$ cat config.mk
export PLATFORM = sky130hd
export DESIGN_NAME = down_timer
export DESIGN_NICKNAME = d
export VERILOG_FILES = /design/src/rtl/down_timer_pkg.sv /design/src/rtl/down_timer.sv
export SDC_FILE = /design/constraint.sdc
export NUM_CORES = 1
export LEC_CHECK = 0
export ABC_AREA = 1
export CAP_MARGIN = 25
export CELL_PAD_IN_SITES_DETAIL_PLACEMENT = 1
export CELL_PAD_IN_SITES_GLOBAL_PLACEMENT = 2
export CORE_MARGIN = 1
export CORE_UTILIZATION = 25
export CTS_BUF_LIST = sky130_fd_sc_hd__clkbuf_2
export DETAILED_ROUTE_END_ITERATION = 10
export PLACE_DENSITY_LB_ADDON = 0.1
export SKIP_CTS_REPAIR_TIMING = 1
export SLEW_MARGIN = 5
export SYNTH_ARGS = -nofsm -noshare
export SYNTH_HDL_FRONTEND = slang
export SYNTH_SLANG_ARGS = --single-unit
$ cat constraint.sdc
create_clock -name clk -period 1.64 [get_ports clk]
set_clock_uncertainty 0.15 [all_clocks]
set_input_delay 0.246 -clock clk [delete_from_list [all_inputs] [get_ports clk]]
set_output_delay 0.246 -clock clk [all_outputs]
set_load 0.01 [all_outputs]
$ cat src/rtl/down_timer_pkg.sv
// Shared types and helpers for the loadable down-timer.
package down_timer_pkg;

   typedef enum logic {
      IDLE = 1'b0,
      RUN  = 1'b1
   } timer_state_t;

   // Limit a requested start value to the legal count range 0..m-1.
   // When m is a power of two every W-bit value is already in range.
   function automatic int unsigned clamp_load(input int unsigned value,
                                              input int unsigned m);
      if (value > (m - 1)) begin
         return m - 1;
      end
      return value;
   endfunction

endpackage : down_timer_pkg

$ cat src/rtl/down_timer.sv
// Loadable down-counter with borrow-out, one-shot or auto-reload operation.
module down_timer
   import down_timer_pkg::*;
#(
   parameter  int unsigned M = 32,
   localparam int unsigned W = $clog2(M)
) (
   input  logic         clk,
   input  logic         rst,
   input  logic         load_valid,
   output logic         load_ready,
   input  logic [W-1:0] load_value,
   input  logic         auto_reload,
   input  logic         abort,
   input  logic         en,
   output logic [W-1:0] cnt,
   output logic         bo,
   output logic         done,
   output logic         busy
);

   timer_state_t r_state;
   logic [W-1:0] r_cnt;
   logic [W-1:0] r_reload;
   logic         r_mode;
   logic         r_done;

   timer_state_t w_state_nxt;
   logic [W-1:0] w_cnt_nxt;
   logic [W-1:0] w_reload_nxt;
   logic         w_mode_nxt;
   logic         w_done_nxt;
   logic [W-1:0] w_load_clamped;
   logic         w_terminal;

   assign w_load_clamped = W'(clamp_load(32'(load_value), M));

   // Terminal count: running, enabled, at zero and not being cancelled.
   assign w_terminal = (r_state == RUN) && en && (r_cnt == '0) && !abort;

   // State and datapath registers.
   always_ff @(posedge clk) begin
      if (rst) begin
         r_state  <= IDLE;
         r_cnt    <= '0;
         r_reload <= '0;
         r_mode   <= 1'b0;
         r_done   <= 1'b0;
      end else begin
         r_state  <= w_state_nxt;
         r_cnt    <= w_cnt_nxt;
         r_reload <= w_reload_nxt;
         r_mode   <= w_mode_nxt;
         r_done   <= w_done_nxt;
      end
   end

   // Next-state and datapath update; abort outranks enable, which outranks counting.
   always_comb begin
      w_state_nxt  = r_state;
      w_cnt_nxt    = r_cnt;
      w_reload_nxt = r_reload;
      w_mode_nxt   = r_mode;
      w_done_nxt   = 1'b0;

      case (r_state)
         IDLE: begin
            if (load_valid) begin
               w_cnt_nxt    = w_load_clamped;
               w_reload_nxt = w_load_clamped;
               w_mode_nxt   = auto_reload;
               w_state_nxt  = RUN;
            end
         end
         RUN: begin
            if (abort) begin
               w_state_nxt = IDLE;
               w_cnt_nxt   = '0;
            end else if (!en) begin
               w_cnt_nxt = r_cnt;
            end else if (r_cnt != '0) begin
               w_cnt_nxt = r_cnt - W'(1);
            end else if (r_mode) begin
               w_cnt_nxt = r_reload;
            end else begin
               w_state_nxt = IDLE;
               w_done_nxt  = 1'b1;
            end
         end
         default: begin
            w_state_nxt = IDLE;
            w_cnt_nxt   = '0;
         end
      endcase
   end

   assign load_ready = (r_state == IDLE);
   assign busy       = (r_state == RUN);
   assign bo         = w_terminal;
   assign cnt        = r_cnt;
   assign done       = r_done;

endmodule : down_timer

### Word level (Yosys, flattened, before mapping)

Index checks and enable logic that the tools add are counted.

* add/subtract/negate cells: 1
* bitwise operators: 2
* multiplexer cells: 13
* reduce and logical (&&, ||, !) cells: 9
* equality and inequality tests: 3

Operator list (count)
* $mux 5: 5
* $pmux 5 s2: 1
* $mux 1: 6
* $logic_not 5->1: 1
* $reduce_bool 5->1: 1
* $reduce_or 5->1: 1
* $sub 5x1->5 const B: 1
* $ne 4x2->1 const B: 1
* $logic_and 1x1->1: 3
* $ne 3x3->1 const B: 1
* $reduce_and 3->1: 1
* $ne 2x2->1 const B: 1
* $not 1->1: 2
* $pmux 1 s2: 1
* $reduce_and 2->1: 1
* $logic_not 1->1: 1

* register bits: 13

### Longest topological paths before layout

Gate-level depths: netlist of the first run.

* word-level depth: 5
* mapped depth: 10
* mapped depth without buffers: 9

### Worst setup path after synthesis of the first run

OpenSTA, ideal clock, no wires.

* path type: register to output
* start point: register r_cnt[0] (netlist: cnt[0])
* end point: output bo
* arrival: 1.155 ns
* cell stages (with the launch flop): 6
* data required time: 1.244 ns
* setup slack: 0.089 ns
* buffers on the path: 1
* cell sequence: dfxtp_1 inv_1 ha_1 buf_2 nand3_2 nor3_1

* word-level cells in the longest chain between the ends: 3

RTL lines
* start: declaration: line down_timer.sv:23 `logic [W-1:0] r_cnt;`
* start signal: assignment: line down_timer.sv:51 `r_cnt <= w_cnt_nxt;`
* $logic_not 5->1: line down_timer.sv:39 `assign w_terminal = (r_state == RUN) && en && (r_cnt == '0) && !abort;`
* $logic_and 1x1->1 (2 in series): line down_timer.sv:39
* end: declaration: line down_timer.sv:17 `output logic bo,`

No other way between the ends.

### Worst setup path after layout of the first run

* start point: register r_cnt[1] (netlist: cnt[1])
* end point: output bo

Same word-level chain as after synthesis.

==> reports/qor.txt, run 1 <==
die area = 0.00314 sq mm
# clock sinks = 13
worst skew pair latency = 0.28 ns
core footprint = 0.00276 sq mm
outcome = finished, final reports clean
footprint of the multi-input gates = 429 sq um
Placer Congestion = 0.717
R2R Path End = cnt[1]
ANT cells = 0
Critical Path Source = cnt[1]
initial core utilization = 0.265
Leak = 0.602 nW
Max Slew Vio Count = 0
Max-Cap Viols = 0
Critical Path RT = 1.24 ns
Netlist Area Pre-Place = 731 sq um
largest net degree at the start of global routing = 12
Worst Tran Pin Value = 0.339 ns
first-pass GRT wire length = 3750 microns
port bufs = 19
cell row count = 19
layout cell share with drive strength beyond 1 = 0.268
syn_nets = 123
Routed Antenna Nets = 0
worst-path maximum fanout = 2
worst r2r path cells = 10
startpoint types = register
Syn Inst Count = 111
Worst Path Arrival = 1.22 ns
IO Count = 20
Clock Path Buffers = 2
H-Tree Depth = 1
Unique masters post-synth = 19
Layout area overhead = 56.0%
final net count = 162
crit path time final = 1.62 ns
FF-to-FF Start = cnt[1]
hold violation count in the final report = 0
GRT overflow = 0
1st-pass router iterations = 4
die width = 56.1 microns
PwrDens = 781 mW/mm^2
Post-Layout Cell Count = 180
crit end category = output port
Final Cycle Share = 0.987
vias in the first global route = 799
initial antenna violation count = 0
syn_area_per_cell = 6.58 sq um
wirelength, routed = 2360 microns
hpwl dp = 1660 microns
Initial DRC Count = 12
worst vdd ir = 0.493 mV
Peak Freq = 618 MHz
Slew headroom = 0.774
register area = 268 sq um
end point of the critical path = bo
# setup viols final = 0
via count = 828
total CTS buffers = 3
Syn. warnings = 0
Fill cells = 354
RSZ-0062 raised after global routing = true
DRC violations left = 0
Setup CP Type = reg -> out
Vias/cell = 4.60
clock slew at reported path FFs = 0.15 ns
Synth Register Bits = 13
hold crit path type = reg -> reg
post-synthesis sequential area ratio = 0.356
GR Util All Layers = 0.156
Cells after DPL = 175
Util after Layout = 0.413
CTS Root Cell = clkbuf_2
hold slack = 0.315 ns
Routed wire per std cell = 13.1 microns
Die Height = 56.1 microns
CTS tree = yes
R2R Setup Slk = 0.13 ns
worst min-delay path by stage:
stage / from / endpoint / slack (ns) / depth (start not counted)
3_3_place_gp: r_reload[2] / r_reload[2] / 0.30 / 2
2_1_floorplan: rst / busy / 0.17 / 1
3_5_place_dp: r_reload[2] / r_reload[2] / 0.30 / 2
6_report: r_reload[2] / r_reload[2] / 0.31 / 2
5_1_grt: r_reload[2] / r_reload[2] / 0.33 / 2
4_1_cts: r_reload[2] / r_reload[2] / 0.32 / 2
worst max-delay path, cell delays in order, from the launching register on:
cell	delay, ns
dfxtp_2	0.35
inv_2	0.07
ha_4	0.14
nand3_2	0.09
nor3_2	0.13
buf_2	0.16
report_power, final:
| group | leakage [nW] | switching [W] | internal, W |
|---|---|---|---|
| Sequential | 0.109 | 0.0000154 | 0.000345 |
| Clock | 0.0166 | 0.000117 | 0.0000647 |
| Combinational | 0.476 | 0.000181 | 0.000167 |
| Total | 0.602 | 0.000314 | 0.000577 |
layout make-up:
type / count / area share
Multi-Input combinational cell: 81 / 0.377
Timing Repair Buffer: 35 / 0.284
Sequential cell: 13 / 0.235
Inverter: 16 / 0.0527
Tap cell: 31 / 0.0340
Clock buffer: 4 / 0.0176
cell families (layout without fill, tap and decap cells):
group           after synthesis  in the layout  share of synthesized area
simple gates                 65             66                      0.430
buf+inv                      18             55                     0.0959
compound gates               13             13                     0.0890
flops                        13             13                      0.356
fa+ha+maj                     1              1                     0.0171
xor+xnor                      1              1                     0.0120
stage by stage:
| stage | area [sq um] | setup slack [ns] | power (W) | setup TNS, ns |
|---|---|---|---|---|
| after global routing | 1140 | -0.0521 | 0.000956 | -0.0521 |
| after floorplan | 731 | 0.0887 | 0.000535 | 0 |
| after CTS | 1090 | -0.533 | 0.000886 | -1.17 |
| after detailed placement | 1070 | -0.431 | 0.000695 | -0.431 |
| after global placement | 1070 | -0.419 | 0.000691 | -0.419 |
| final | 1140 | 0.0212 | 0.000890 | 0 |
synthesized netlist by cell type:
library cell   n  area (sq um)
a21oi_1        7          35.0
buf_2          2          10.0
dfxtp_1       13           260
ha_1           1          12.5
inv_1         15          56.3
inv_2          1          3.75
nand2_1       35           131
nand2_2        2          12.5
nand2_4        1          11.3
nand3_1        4          20.0
nand3_2        1          10.0
nand4_1        4          25.0
nand4_4        1          21.3
nor2_1        13          48.8
nor2_4         2          22.5
nor3_1         1          5.00
nor4_1         1          6.26
o21ai_0        6          30.0
xnor2_1        1          8.76
per-layer routing:
layer,vias up,GRT usage,wire length (microns)
li1,429,-,-
met1,386,0.222,1170
met2,11,0.240,1130
met3,2,0.0349,51
met4,0,0.0314,13
met5,-,0,0
cell usage in the layout, fill, tap and decap left out:
| cell type | instances |
|---|---|
| nor4_1 | 1 |
| buf_4 | 15 |
| dfxtp_1 | 7 |
| nand2_4 | 2 |
| nand3_1 | 4 |
| dlymetal6s2s_1 | 6 |
| inv_2 | 3 |
| nand3_2 | 1 |
| dfxtp_2 | 6 |
| nand4_1 | 4 |
| nor2_1 | 13 |
| clkdlybuf4s50_1 | 12 |
| buf_6 | 1 |
| nor3_2 | 1 |
| nand2_1 | 35 |
| nand4_4 | 1 |
| clkbuf_2 | 4 |
| inv_1 | 13 |
| nor2_4 | 2 |
| buf_2 | 1 |
| nand2_2 | 2 |
| o21ai_0 | 6 |
| a21oi_1 | 7 |
| ha_4 | 1 |
| xnor2_1 | 1 |
state kept, by name, summed over array words and instances, names as in the netlist:
register	cells
r_mode	1
busy	1
done	1
r_reload	5
cnt	5
Note: power is estimated with default switching activity, not from simulation.
==> run 2, diff against run 1 <==
- ABC_AREA: 1 -> default
- CORE_UTILIZATION: 25 -> 29
- clock period: 1.64 -> 2.1 ns (I/O delays scaled with it)
==> run 2 against run 1 <==
Effect of this change:
- combinational power decreased by 28%
- area after synthesis fell by 8.9%
- first-iteration DRC count fell by 42%
- the flow now finishes with violations (setup timing)
- largest power group unchanged
- critical path depth grew 2
- sequential cell count stayed put
- sequential share of layout area increased by 1.7 points
- total power shrank 24%
- non-clock buffer count is 4 lower
- count of clock-buffer cells in the layout did not move
- routed wire length is 16% lower
- largest cell class unchanged
==> reports/qor.txt, run 2 <==
outcome = finished with violations (was finished, final reports clean)
failing checks = setup timing
Synth Flop Type = dfxtp_1 (unchanged)
layout cell share with drive strength beyond 1 = 0.299 (was 0.268)
Commonest cells post-synth = dfxtp_1, nor2_1, nand2_1 (was nand2_1, inv_1, dfxtp_1, nor2_1, a21oi_1)
Max-Cap Viols = 0 (unchanged)
share of the synthesized area in the top cell type = 0.391 (was 0.356)
Clock Path Buffers = 2 (unchanged)
Worst Tran Pin Value = 0.587 ns (was 0.339 ns)
Netlist Area Pre-Place = 666 sq um (was 731 sq um)
die area = 0.00249 sq mm (was 0.00314 sq mm)
H-Tree Depth = 1 (unchanged)
vias in the first global route = 700 (was 799)
most numerous cell in the Yosys netlist = dfxtp_1 (was nand2_1)
most common library cell in the layout ignoring fill and taps = clkdlybuf4s50_1 (was nand2_1)
total CTS buffers = 3 (unchanged)
ANT cells = 0 (unchanged)
initial antenna violation count = 0 (unchanged)
FF-to-FF Start = cnt[0] (was cnt[1])
Worst Path Arrival = 2.13 ns (was 1.22 ns)
Final Cycle Share = 1.00
CP top delay family = simple AND/OR/NAND/NOR gates (was flip-flops)
Max Slew Vio Count = 0 (unchanged)
CP bufs+invs = 2 (unchanged)
Routed wire per std cell = 14.8 microns (was 13.1 microns)
initial core utilization = 0.323 (was 0.265)
worst-path maximum fanout = 5 (was 2)
register area = 268 sq um (unchanged)
Post-synth EDFFs = 0 (unchanged)
worst vdd ir = 0.298 mV (was 0.493 mV)
Syn Inst Count = 77 (was 111)
Max stage delay on crit path = 0.47 ns (was 0.35 ns)
Unique masters post-synth = 29 (was 19)
1st-pass router iterations = 4 (unchanged)
hold crit path type = reg -> reg (unchanged)
Die Height = 49.9 microns (was 56.1 microns)
IO Count = 20 (unchanged)
Setup WS pre-CTS = -0.0238 ns (was -0.431 ns)
Syn. warnings = 0 (unchanged)
worst r2r path cells = 7 (was 10)
wirelength, routed = 1980 microns (was 2360 microns)
GR Util All Layers = 0.191 (was 0.156)
DRC violations left = 0 (unchanged)
CTS tree = yes (unchanged)
slowest CP cell = or4b_4 (was dfxtp_2)
Slew headroom = 0.607 (was 0.774)
final worst-path setup slack = -0.00918 ns (was 0.0212 ns)
hold violation count in the final report = 0 (unchanged)
syn_nets = 89 (was 123)
startpoint types = register (unchanged)
syn_area_per_cell = 8.64 sq um (was 6.58 sq um)
Critical Path RT = 2.12 ns (was 1.24 ns)
Layout area overhead = 59.6% (was 56.0%)
# setup viols final = 1 (was 0)
Leak = 0.429 nW (was 0.602 nW)
core footprint = 0.00206 sq mm (was 0.00276 sq mm)
end point of the critical path = cnt[0] (was bo)
footprint of the multi-input gates = 437 sq um (was 429 sq um)
# clock sinks = 13 (unchanged)
total power = 0.000681 W (was 0.000890 W)
hpwl dp = 1520 microns (was 1660 microns)
largest cells by area after synthesis = dfxtp_1, mux2i_1, a311oi_1 (was dfxtp_1, nand2_1, inv_1)
CTS Root Cell = clkbuf_2 (unchanged)
cell row count = 16 (was 19)
first-pass GRT wire length = 3460 microns (was 3750 microns)
most frequent cells in the layout = clkdlybuf4s50_1, dfxtp_1, buf_4, nor2_1, nand2_1 (was nand2_1, buf_4, inv_1, nor2_1, clkdlybuf4s50_1)
final net count = 120 (was 162)
PwrDens = 641 mW/mm^2 (was 781 mW/mm^2)
Fill cells = 242 (was 354)
Util after Layout = 0.515 (was 0.413)
Initial DRC Count = 7 (was 12)
GRT overflow = 0 (unchanged)
largest net degree at the start of global routing = 14 (was 12)
die width = 49.9 microns (was 56.1 microns)
Synth Register Bits = 13 (unchanged)
post-synthesis sequential area ratio = 0.391 (was 0.356)
R2R Path End = cnt[0] (was cnt[1])
Critical Path Source = cnt[0] (was cnt[1])
worst-path cell chain = inv_2 > ha_4 > or4b_4 > or4_4 > buf_6 > a21oi_1 > a311oi_1 (was inv_2 > ha_4 > nand3_2 > nor3_2 > buf_2)
Vias/cell = 5.08 (was 4.60)
via count = 681 (was 828)
R2R Setup Slk = -0.009 ns (was 0.13 ns)
crit end category = register (was output port)
Synth area leader = dfxtp_1 (unchanged)
async set-reset flop share out of synthesis = 0 (unchanged)
Routed Antenna Nets = 0 (unchanged)
port bufs = 19 (unchanged)
RSZ-0062 raised after global routing = true (unchanged)
worst skew pair latency = 0.29 ns (was 0.28 ns)
Peak Freq = 474 MHz
Setup CP Type = reg -> reg (was reg -> out)
Setup TNS = -0.00918 ns (was 0 ns)
clock slew at reported path FFs = 0.13 ns (was 0.15 ns)
Placer Congestion = 0.781 (was 0.717)
critical path depth = 7 (was 5)
crit path time final = 2.11 ns
-- run 2: cell types whose count changed in the layout (fill, tap and decap cells not counted), moves of 6 or more --
cell             before  now
dfxtp_2               6    0
clkdlybuf4s50_1      12   18
mux2i_1               0    6
nand2_1              35    7
inv_1                13    2
-- run 2: cell type report --
type,instances,share of cell area
multi-input cells,55,0.411
repair buffers,31,0.270
flip-flops and latches,13,0.252
well taps,27,0.0318
clock buffers,4,0.0188
inverters,4,0.0165
-- run 2: power breakdown --
| group | total [W] | internal, W | switching, W | leakage, nW |
|---|---|---|---|---|
| Sequential | 0.000287 | 0.000267 | 0.0000202 | 0.109 |
| Clock | 0.000142 | 0.0000504 | 0.0000911 | 0.0166 |
| Combinational | 0.000252 | 0.000139 | 0.000113 | 0.303 |
-- run 2: routing by layer --
layer / track usage / up-vias / wire, microns
met5: 0 / - / 0
met4: 0.0857 / 0 / 36
met3: 0.0370 / 5 / 71
met2: 0.295 / 15 / 905
met1: 0.255 / 322 / 970
li1: - / 339 / -
-- run 2: worst min path at each step --
stage	start	to	slack, ns	cells past startpoint
2_1_floorplan	rst	cnt[0]	0.23	1
3_3_place_gp	r_reload[4]	r_reload[4]	0.32	2
3_5_place_dp	r_reload[4]	r_reload[4]	0.33	2
4_1_cts	r_reload[4]	r_reload[4]	0.36	2
5_1_grt	r_reload[4]	r_reload[4]	0.41	2
6_report	r_reload[4]	r_reload[4]	0.35	2
-- run 2: per-stage QoR --
step | instances | instance area (sq um) | hold slack [ns]
3_3_place_gp | 129 | 963 | 0.320
5_1_grt | 134 | 1060 | 0.415
3_5_place_dp | 129 | 963 | 0.329
2_1_floorplan | 77 | 686 | 0.227
6_report | 134 | 1060 | 0.354
4_1_cts | 133 | 983 | 0.361
-- run 2: kinds of logic (layout without fill, tap and decap cells) --
logic type | count (synthesis) | after routing | synth area share
xor+xnor | 1 | 1 | 0.0132
compound gates | 21 | 21 | 0.220
simple gates | 26 | 26 | 0.201
fa+ha+maj | 1 | 1 | 0.0188
mux | 6 | 6 | 0.0902
flops | 13 | 13 | 0.391
buf+inv | 9 | 39 | 0.0658
-- run 2: tightest hold or removal path, cell delays in order (launching register included) --
cell	delay, ns
dfxtp_1	0.34
mux2i_1	0.06
nor2_1	0.07
